### config.mk
export PLATFORM = sky130hd
export DESIGN_NAME = rv32i_fetch_unit_flat
export DESIGN_NICKNAME = d
export VERILOG_FILES = /design/src/rtl/rv32i_fetch_unit_pkg.sv /design/src/rtl/rv32i_fetch_unit_if.sv /design/src/rtl/rv32i_next_pc.sv /design/src/rtl/rv32i_fetch_unit.sv /design/src/flat_wrapper.sv
export SDC_FILE = /design/constraint.sdc
export NUM_CORES = 1
export LEC_CHECK = 0
export CORE_MARGIN = 5
export CORE_UTILIZATION = 47
export DETAILED_ROUTE_END_ITERATION = 7
export PLACE_DENSITY = 0.82
export SYNTH_ARGS = -nofsm -noshare
export SYNTH_HDL_FRONTEND = slang
export SYNTH_SLANG_ARGS = --single-unit
export TNS_END_PERCENT = 30
### constraint.sdc
create_clock -name clk -period 2.55 [get_ports clk]
set_input_delay 0.255 -clock clk [delete_from_list [all_inputs] [get_ports clk]]
set_output_delay 0.255 -clock clk [all_outputs]
set_load 0.005 [all_outputs]
### src/rtl/rv32i_fetch_unit_pkg.sv
// Shared constants and enums for the rv32i fetch stage.
// Sizes the instruction memory and encodes the FSM and next-pc actions.
package rv32i_fetch_unit_pkg;

    localparam int unsigned INSTR_MEM_DEPTH = 32;
    localparam int unsigned INSTR_MEM_WIDTH = 32;

    localparam logic [29:0] INSTR_MEM_WORDS  = 30'(INSTR_MEM_DEPTH);
    localparam logic [31:0] RV32I_NOP        = 32'h0000_0013;
    localparam logic [31:0] RESET_PC_DEFAULT = 32'h0000_0000;

    typedef enum logic {
        FETCH_RUN   = 1'b0,
        FETCH_FAULT = 1'b1
    } fetch_state_e;

    typedef enum logic [2:0] {
        ACT_ACCEPT   = 3'd0,
        ACT_REDIRECT = 3'd1,
        ACT_MISALIGN = 3'd2,
        ACT_HOLD     = 3'd3,
        ACT_RANGE    = 3'd4
    } fetch_act_e;

endpackage

### src/rtl/rv32i_fetch_unit_if.sv
// Instruction-memory bus and IF/ID bundle of the fetch stage.
// master = fetch unit, slave = memory plus decode side.
interface rv32i_fetch_unit_if;
    import rv32i_fetch_unit_pkg::*;

    logic [31:0]                  imem_addr;
    logic [INSTR_MEM_WIDTH-1:0]   imem_instr;
    logic                         id_valid;
    logic [31:0]                  id_instr;
    logic [31:0]                  id_pc;
    logic [31:0]                  id_pc_plus4;

    modport master (
        output imem_addr,
        input  imem_instr,
        output id_valid,
        output id_instr,
        output id_pc,
        output id_pc_plus4
    );

    modport slave (
        input  imem_addr,
        output imem_instr,
        input  id_valid,
        input  id_instr,
        input  id_pc,
        input  id_pc_plus4
    );

endinterface

### src/rtl/rv32i_next_pc.sv
// Combinational next-pc decision for the fetch stage.
// Classifies the cycle into one mutually exclusive action.
module rv32i_next_pc
    import rv32i_fetch_unit_pkg::*;
(
    input  logic [31:0] pc,
    input  logic        stall,
    input  logic        redirect_valid,
    input  logic [31:0] redirect_target,
    output fetch_act_e  act,
    output logic [31:0] pc_next,
    output logic [31:0] fault_addr
);

    logic misalign;
    logic redir;
    logic hold;
    logic range_err;

    // Priority is folded into the terms so the decoder stays unique.
    assign misalign  = redirect_valid & (|redirect_target[1:0]);
    assign redir     = redirect_valid & ~(|redirect_target[1:0]);
    assign hold      = ~redirect_valid & stall;
    assign range_err = ~redirect_valid & ~stall
                     & (pc[31:2] >= INSTR_MEM_WORDS);

    always_comb begin
        act        = ACT_ACCEPT;
        pc_next    = pc + 32'd4;
        fault_addr = pc;
        unique case (1'b1)
            misalign: begin
                act        = ACT_MISALIGN;
                pc_next    = pc;
                fault_addr = redirect_target;
            end
            redir: begin
                act     = ACT_REDIRECT;
                pc_next = redirect_target;
            end
            hold: begin
                act     = ACT_HOLD;
                pc_next = pc;
            end
            range_err: begin
                act     = ACT_RANGE;
                pc_next = pc;
            end
            default: ;
        endcase
    end

endmodule

### src/rtl/rv32i_fetch_unit.sv
// rv32i instruction-fetch stage: PC, IF/ID register and sticky fault FSM.
// Registers live here; the action decode sits in rv32i_next_pc.
module rv32i_fetch_unit
    import rv32i_fetch_unit_pkg::*;
#(
    parameter logic [31:0] RESET_PC = RESET_PC_DEFAULT
) (
    input  logic                  clk,
    input  logic                  rst_n,
    rv32i_fetch_unit_if.master    bus,
    input  logic                  stall,
    input  logic                  redirect_valid,
    input  logic [31:0]           redirect_target,
    output logic                  fault,
    output logic [31:0]           fault_addr,
    output logic [31:0]           fetch_count
);

    fetch_state_e state_q, state_d;
    logic [31:0]  pc_q, pc_d;
    logic         valid_q, valid_d;
    logic [31:0]  instr_q, instr_d;
    logic [31:0]  id_pc_q, id_pc_d;
    logic [31:0]  pc4_q, pc4_d;
    logic [31:0]  faddr_q, faddr_d;
    logic [31:0]  count_q, count_d;

    fetch_act_e   act;
    logic [31:0]  np_pc;
    logic [31:0]  np_faddr;

    rv32i_next_pc u_next_pc (
        .pc              (pc_q),
        .stall           (stall),
        .redirect_valid  (redirect_valid),
        .redirect_target (redirect_target),
        .act             (act),
        .pc_next         (np_pc),
        .fault_addr      (np_faddr)
    );

    always_ff @(posedge clk or negedge rst_n) begin
        if (!rst_n) begin
            state_q <= FETCH_RUN;
            pc_q    <= RESET_PC;
            valid_q <= 1'b0;
            instr_q <= RV32I_NOP;
            id_pc_q <= '0;
            pc4_q   <= '0;
            faddr_q <= '0;
            count_q <= '0;
        end else begin
            state_q <= state_d;
            pc_q    <= pc_d;
            valid_q <= valid_d;
            instr_q <= instr_d;
            id_pc_q <= id_pc_d;
            pc4_q   <= pc4_d;
            faddr_q <= faddr_d;
            count_q <= count_d;
        end
    end

    always_comb begin
        state_d = state_q;
        pc_d    = pc_q;
        valid_d = valid_q;
        instr_d = instr_q;
        id_pc_d = id_pc_q;
        pc4_d   = pc4_q;
        faddr_d = faddr_q;
        count_d = count_q;
        // FAULT keeps every register frozen until reset.
        if (state_q == FETCH_RUN) begin
            unique case (act)
                ACT_MISALIGN: begin
                    state_d = FETCH_FAULT;
                    faddr_d = np_faddr;
                    valid_d = 1'b0;
                    instr_d = RV32I_NOP;
                end
                ACT_REDIRECT: begin
                    pc_d    = np_pc;
                    valid_d = 1'b0;
                    instr_d = RV32I_NOP;
                end
                ACT_HOLD: ;
                ACT_RANGE: begin
                    state_d = FETCH_FAULT;
                    faddr_d = np_faddr;
                    valid_d = 1'b0;
                end
                ACT_ACCEPT: begin
                    instr_d = bus.imem_instr;
                    id_pc_d = pc_q;
                    pc4_d   = pc_q + 32'd4;
                    valid_d = 1'b1;
                    pc_d    = np_pc;
                    count_d = count_q + 32'd1;
                end
                default: ;
            endcase
        end
    end

    assign bus.imem_addr   = pc_q;
    assign bus.id_valid    = valid_q;
    assign bus.id_instr    = instr_q;
    assign bus.id_pc       = id_pc_q;
    assign bus.id_pc_plus4 = pc4_q;
    assign fault           = (state_q == FETCH_FAULT);
    assign fault_addr      = faddr_q;
    assign fetch_count     = count_q;

endmodule

### src/flat_wrapper.sv
// flat-port wrapper written by rule: the top's interface ports become plain ports
module rv32i_fetch_unit_flat import rv32i_fetch_unit_pkg::*;
#(
    parameter logic [31:0] RESET_PC = RESET_PC_DEFAULT
)
  (clk, rst_n, stall, redirect_valid, redirect_target, fault, fault_addr, fetch_count, bus_imem_addr, bus_imem_instr, bus_id_valid, bus_id_instr, bus_id_pc, bus_id_pc_plus4);
  rv32i_fetch_unit_if bus_i ();
  input  logic clk;
  input  logic rst_n;
  input  logic stall;
  input  logic redirect_valid;
  input  logic [31:0] redirect_target;
  output logic fault;
  output logic [31:0] fault_addr;
  output logic [31:0] fetch_count;
  output wire logic [$bits(bus_i.imem_addr)-1:0] bus_imem_addr;
  input wire logic [$bits(bus_i.imem_instr)-1:0] bus_imem_instr;
  output wire logic [$bits(bus_i.id_valid)-1:0] bus_id_valid;
  output wire logic [$bits(bus_i.id_instr)-1:0] bus_id_instr;
  output wire logic [$bits(bus_i.id_pc)-1:0] bus_id_pc;
  output wire logic [$bits(bus_i.id_pc_plus4)-1:0] bus_id_pc_plus4;
  assign bus_imem_addr = bus_i.imem_addr;
  assign bus_i.imem_instr = bus_imem_instr;
  assign bus_id_valid = bus_i.id_valid;
  assign bus_id_instr = bus_i.id_instr;
  assign bus_id_pc = bus_i.id_pc;
  assign bus_id_pc_plus4 = bus_i.id_pc_plus4;
  rv32i_fetch_unit #(.RESET_PC(RESET_PC)) u_core (.clk(clk), .rst_n(rst_n), .bus(bus_i), .stall(stall), .redirect_valid(redirect_valid), .redirect_target(redirect_target), .fault(fault), .fault_addr(fault_addr), .fetch_count(fetch_count));
endmodule
==> results.yml, run 1 <==
timing:
  setup-violations-final: 0
  fin_tns_setup_ps: 0
  fin_crit_ps: 2321
  hold_ws_ps: 375.3
  worstMarginPinSlew_ps: 671.5
  rsz0062_at_grt: "no"
  fmax_mhz: 430.8
  drv_slew: 0
  slew_headroom_pct: 54.82
  finalWorstSetupSlack_ps: 228.6
  finClkSkew_ps: 8.011
  finalHoldViolCount: 0
  finalCritPeriodShare_pct: 91.04
critical_path:
  regToRegSetupSlack_ps: 230
  rr_endpoint: "u_core.fetch_count[11]"
  cp.arrival_ps: 2670
  cp-startpoint: "u_core.bus.imem_addr[23]"
  reg2reg_depth: 6
  start_kind: "flip-flop"
  end_kind: "flip-flop"
  rr_startpoint: "u_core.bus.imem_addr[23]"
  cp-endpoint: "u_core.fetch_count[11]"
  required_ps: 2900
  cp_slowest_stage_delay_ps: 580
  worst-path-max-fanout: 23
  crit_chain: "nor4_2, nand4_2, or3_2, buf_4, nor3_1, xor2_1"
  critical_path_class: "flip-flop to flip-flop"
  slowest_stage: "or3_2"
synth:
  synth_fp_nets: 787
  synth_top_family_by_area: "simple AND/OR/NAND/NOR gates"
  synth-async-reset-ratio_pct: 100.0
  synthSimpleGateAreaFrac_pct: 17.05
  yosysWarningCount: 0
  synth-compound-area-share_pct: 5.305
  synth.area.mux_share_pct: 12.86
  avgSynthCellArea_um2: 11.56
  synthXorXnorAreaFrac_pct: 3.793
  yosysUniqueCellTypes: 44
  ys_seq_area_share_pct: 58.08
  synthAdderAreaFrac_pct: 0.4534
  syn_inst: 716
  synth_edf_count: 0
  synth-seq-cells: 192
  synth_flop_cell: "dfrtp_1"
  netlist_area_mm2: 0.008279
final_layout:
  area_delta_synth_final_pct: 44.11
  register_area_mm2: 0.004808
  multi_input_area_mm2: 0.003307
  design_area_mm2: 0.01193
  layout_commonest_cell: "clkdlybuf4s50_1"
  stdcell_count: 1227
  nNetsFinal: 1058
  mostFrequentLayoutCells: "clkdlybuf4s50_1, dfrtp_1, mux2_2"
  final_util_pct: 68.98
  drive_above_1_share_pct: 17.20
  n_fill_cell: 1303
clock_network:
  tritoncts: "done"
  clock-sinks: 192
  h-tree-depth: 4
  path_clk_slew_ps: 80
  clk_path_buf_depth: 2
  ctsHoldBuffers: 1
  clk_latency_ps: 430
  postCtsSetupBuffers: 0
  cts_resized: 0
  cts_buffers: 17
  cts_root_buf: "clkbuf_16"
global_routing:
  grt-busiest-layer: "met2"
  grt_max_degree: 78
  met1_usage_pct: 29.08
  grt_pass1_vias: 6568
  overflow: 0
  grt_pass1_wl_um: 36440
  gr-usage-all-layers_pct: 22.75
  use_met2_pct: 36.99
  antenna_found_initial: 3
  grtUsageMet3_pct: 5.693
run:
  cap_viol_max_count: 0
power_and_ir_drop:
  p_leak_nw: 5.246
  p_per_area_mw_per_mm2: 588.1
  power.total_mw: 7.016
  peakVddDrop_v: 0.0004727
floorplanning:
  io_pins: 262
  fp.coreArea_mm2: 0.01730
  start_util_pct: 47.87
  die_w_um: 142.7
  num_rows: 48
  dieHeight_um: 142.7
  die_area_mm2: 0.02037
routing:
  num_vias: 6513
  ant_nets: 0
  drt-wirelength-per-cell_um: 18.64
  drt_iter0_drc: 395
  wl_um: 22870
  firstDrtPassIters: 5
  viasPerCell: 5.308
  drc: 0
status:
  outcome: "finished, final reports clean"
placement:
  place_area_mm2: 0.01132
  pre_cts_ws_ps: 238.6
  dp_hpwl_um: 16790
  numPortBuffers: 261
  dp_cells: 1192
  gp_congestion: 0.8431
hold_path:
  min_path_type: "input pin to flip-flop"
## power by group
part	internal, mW	switching [mW]	total [mW]
Clock	1.40	1.28	2.69
Sequential	3.22	0.122	3.34
Combinational	0.607	0.384	0.991
## Yosys cell counts (2+ instances only)
master / n / area, µm²
nand4_1: 14 / 87.58
nor3_1: 8 / 40.04
nor4_2: 5 / 62.56
o21ai_0: 48 / 240.2
dfstp_2: 3 / 78.83
nor4_1: 6 / 37.54
mux2i_1: 4 / 40.04
nor2b_1: 32 / 200.2
nor2_1: 31 / 116.4
a21oi_1: 15 / 75.07
buf_2: 7 / 35.03
xnor2_1: 23 / 201.4
o22ai_1: 9 / 56.30
dfrtp_1: 189 / 4730
mux2_2: 91 / 1025
clkbuf_1: 27 / 101.4
nor3b_1: 2 / 15.01
or3_1: 3 / 18.77
and2_1: 50 / 312.8
buf_4: 2 / 15.01
inv_1: 10 / 37.54
and4_1: 3 / 26.28
ha_1: 3 / 37.54
nand2_1: 72 / 270.3
nand3_1: 20 / 100.1
o21ai_1: 2 / 10.01
a2bb2oi_1: 2 / 17.52
xor2_1: 11 / 96.34
and3_1: 9 / 56.30
## cells by family (layout without fill, tap and decap cells)
kind of cell	Yosys count	count (layout)
compound gates	81	81
xor+xnor	35	35
fa+ha+maj	3	3
buf+inv	48	332
flops	192	192
mux	95	95
other cells	0	2
simple gates	262	262
## state kept, by name, summed over array words and instances, names as in the netlist
signal and cells:
u_core.bus.id_instr 32, u_core.bus.id_pc 30, u_core.bus.id_pc_plus4 32, u_core.bus.id_valid 1, u_core.bus.imem_addr 32, u_core.fault 1
u_core.fault_addr 32, u_core.fetch_count 32
## worst min path at each step
stage,slack [ps],endpoint,cells after the start,from
6_report,380,u_core.bus.id_instr[1],3,bus_imem_instr[1]
5_1_grt,390,u_core.bus.id_instr[1],3,bus_imem_instr[1]
4_1_cts,360,u_core.bus.id_instr[1],3,bus_imem_instr[1]
3_5_place_dp,330,u_core.fault_addr[23],1,rst_n
3_3_place_gp,340,u_core.fault_addr[23],1,rst_n
2_1_floorplan,-40,u_core.bus.id_instr[10],0,rst_n
## routing by layer
| metal | vias to the layer above | part of all wire, % |
|---|---|---|
| met4 | 2 | 3.7 |
| met2 | 227 | 49 |
| met3 | 50 | 6.2 |
| li1 | 3009 | - |
| met5 | - | 0.031 |
| met1 | 3225 | 41 |
## cell type report
cell class / count / area share, %
sequential: 192 / 40.30
multi-input combinational: 476 / 27.72
timing repair buffer: 290 / 24.30
clock buffer: 17 / 3.565
tap: 225 / 2.359
clock inverter: 15 / 1.405
inverter: 10 / 0.3146
antenna: 2 / 0.04195
## critical path: cells and delay by family, from the launching register on
kind / cells / cell delay, ps
xor gates and xnor gates: 1 / 160
DFF: 1 / 430
and+or+nand+nor: 4 / 1430
buffers and inverters: 1 / 230
Power figures use the tool's default switching activity.
==> run 2: changes to the inputs <==
- CORE_UTILIZATION: 47 -> 42
- GPL_ROUTABILITY_DRIVEN: default -> 0
- PLACE_DENSITY: 0.82 -> 0.77
- clock period: 2.55 -> 1.9 ns (I/O delays scaled with it)
==> run 2 against run 1 <==
Against the previous run:
- the flow now finishes with violations (negative setup slack)
- largest power group unchanged
- largest cell class unchanged
- wire length increased by 8.2%
- cell area increased by 11%
- worst setup slack got worse by 370 ps
- critical path type unchanged
- clock power increased by 42%
- via count increased by 4.0%
- combinational power increased by 61%
- register-to-register slack got worse by 370 ps
==> results.yml, run 2 (synthesis gave the netlist of run 1 again) <==
status:
  outcome: "complete, but fails checks"
  violations: "negative setup slack"
global_routing:
  overflow: 0
  grt_pass1_vias: 7086
  gr-usage-all-layers_pct: 21.53
  grt_max_degree: 60
  antenna_found_initial: 1
  grt_pass1_wl_um: 38320
routing:
  wl_um: 24740
  routed.top_layer: "met5"
  num_vias: 6773
  drc: 0
  ant_nets: 0
  viasPerCell: 5.043
  drt-met1-wl_um: 10090
  wl_met2_um: 12370
  drt_iter0_drc: 348
  routed-wl-met3_um: 1950
  firstDrtPassIters: 5
  drt-wirelength-per-cell_um: 18.42
timing:
  drv_slew: 0
  rsz0062_at_grt: "yes"
  fin_crit_ps: 2045
  finClkSkew_ps: 12.19
  finalWorstSetupSlack_ps: -145.0
  slew_headroom_pct: 68.19
  finalHoldViolCount: 0
  finalCritPeriodShare_pct: 107.6
  setup-violations-final: 170
  fmax_mhz: 489.0
  worstMarginPinSlew_ps: 477.1
floorplanning:
  fp.coreArea_mm2: 0.01946
  io_pins: 262
  die_area_mm2: 0.02262
  dieHeight_um: 150.4
  start_util_pct: 42.54
  die_w_um: 150.4
  num_rows: 51
final_layout:
  design_area_mm2: 0.01320
  layout_commonest_cell: "clkdlybuf4s50_1"
  mostFrequentLayoutCells: "clkdlybuf4s50_1, dfrtp_1, buf_4"
  num_antenna_cells: 0
  area_delta_synth_final_pct: 59.38
  stdcell_count: 1343
  final_util_pct: 67.80
  drive_above_1_share_pct: 27.92
  nNetsFinal: 1136
clock_network:
  cts_buffers: 17
  cts_root_buf: "clkbuf_16"
  path_clk_slew_ps: 80
  clk_latency_ps: 430
  tritoncts: "done"
  clk_path_buf_depth: 2
  h-tree-depth: 4
  clock-sinks: 192
critical_path:
  slowest_stage: "dfrtp_1"
  cp-startpoint: "u_core.bus.imem_addr[18]"
  worst-path-max-fanout: 7
  start_kind: "flip-flop"
  required_ps: 2260
  rr_startpoint: "u_core.bus.imem_addr[18]"
  cp_slowest_stage_delay_ps: 420
  reg2reg_depth: 9
  critical_path_class: "flip-flop to flip-flop"
  cp.arrival_ps: 2410
  crit_chain: "nor4_4, buf_4, and4_4, a31oi_4, buf_4, buf_6, nor2_4, buf_6, a32o_1"
  end_kind: "flip-flop"
placement:
  dp_hpwl_um: 17250
  dp_cells: 1289
  numPortBuffers: 261
  place_area_mm2: 0.01189
power_and_ir_drop:
  p_seq_share_pct: 45.2
  power.switching_mw: 2.720
  clock_power_share_pct: 38.7
  p_int_mw: 7.174
  power.total_mw: 9.894
  swShare_pct: 27.49
  peakVddDrop_v: 0.0006244
  p_per_area_mw_per_mm2: 749.8
  combPwrFrac_pct: 16.2
  p_leak_nw: 5.891
run:
  cap_viol_max_count: 0
hold_path:
  min_path_type: "input pin to asynchronous set/reset pin"
-- run 2: path summary, 6_finish.rpt --
path                                        endpoint  slack, ps
setup / recovery           u_core.bus.id_pc_plus4[2]       -140
hold / removal                u_core.fetch_count[28]        300
setup reg to reg           u_core.bus.id_pc_plus4[2]       -140
hold reg to reg               u_core.bus.id_instr[1]        470
max in group asynchronous     u_core.bus.id_instr[1]        840
min in group clk              u_core.bus.id_instr[1]        320
-- run 2: what timing repair did --
item | 4_1_cts | 5_1_grt
resized for setup | 75 | 71
pin swaps | 19 | 37
endpoints found under the setup margin | 183 | 188
gates cloned | 8 | 1
setup buffers | 7 | 10
hold endpoints to repair | 47 | 0
hold buffers | 1 | 0
-- run 2: layer usage --
metal	vias to the layer above	track usage, %
li1	3159	-
met1	3372	27.80
met2	212	35.12
met3	28	7.435
met4	2	5.032
met5	-	0
-- run 2: power groups by stage --
stage | Clock (mW) | Sequential, mW | Combinational, mW
2_1_floorplan | 0 | 4.57 | 0.430
3_3_place_gp | 0 | 4.52 | 1.46
3_5_place_dp | 0 | 4.54 | 1.48
4_1_cts | 3.88 | 4.46 | 1.56
5_1_grt | 4.08 | 4.50 | 1.72
6_report | 3.82 | 4.47 | 1.60
-- run 2: stage by stage --
stage / worst slack [ps] / hold WS [ps] / setup TNS (ps)
after floorplan: -92.76 / -105.6 / -2297
after global placement: -297.2 / 186.2 / -29190
after detailed placement: -344.9 / 190.6 / -34950
after CTS: -219.1 / 303.9 / -14870
after global routing: -229.7 / 323.1 / -24180
final: -145.0 / 296.1 / -12370
-- run 2: area by class of cell --
class | count | area, µm²
Timing Repair Buffer | 368 | 3686
Clock buffer | 17 | 425.4
Inverter | 10 | 37.54
Clock inverter | 15 | 225.2
Multi-Input combinational cell | 476 | 3681
Tap cell | 265 | 331.6
Sequential cell | 192 | 4808
Fill cell | 1463 | 6267
-- run 2: worst max-delay path: cells and delay by family (launching register included) --
family,cells,cell delay (ps)
and+or+nand+nor,3,660
AOI/OAI and AO/OA,2,260
buffers and inverters,4,640
DFF,1,420
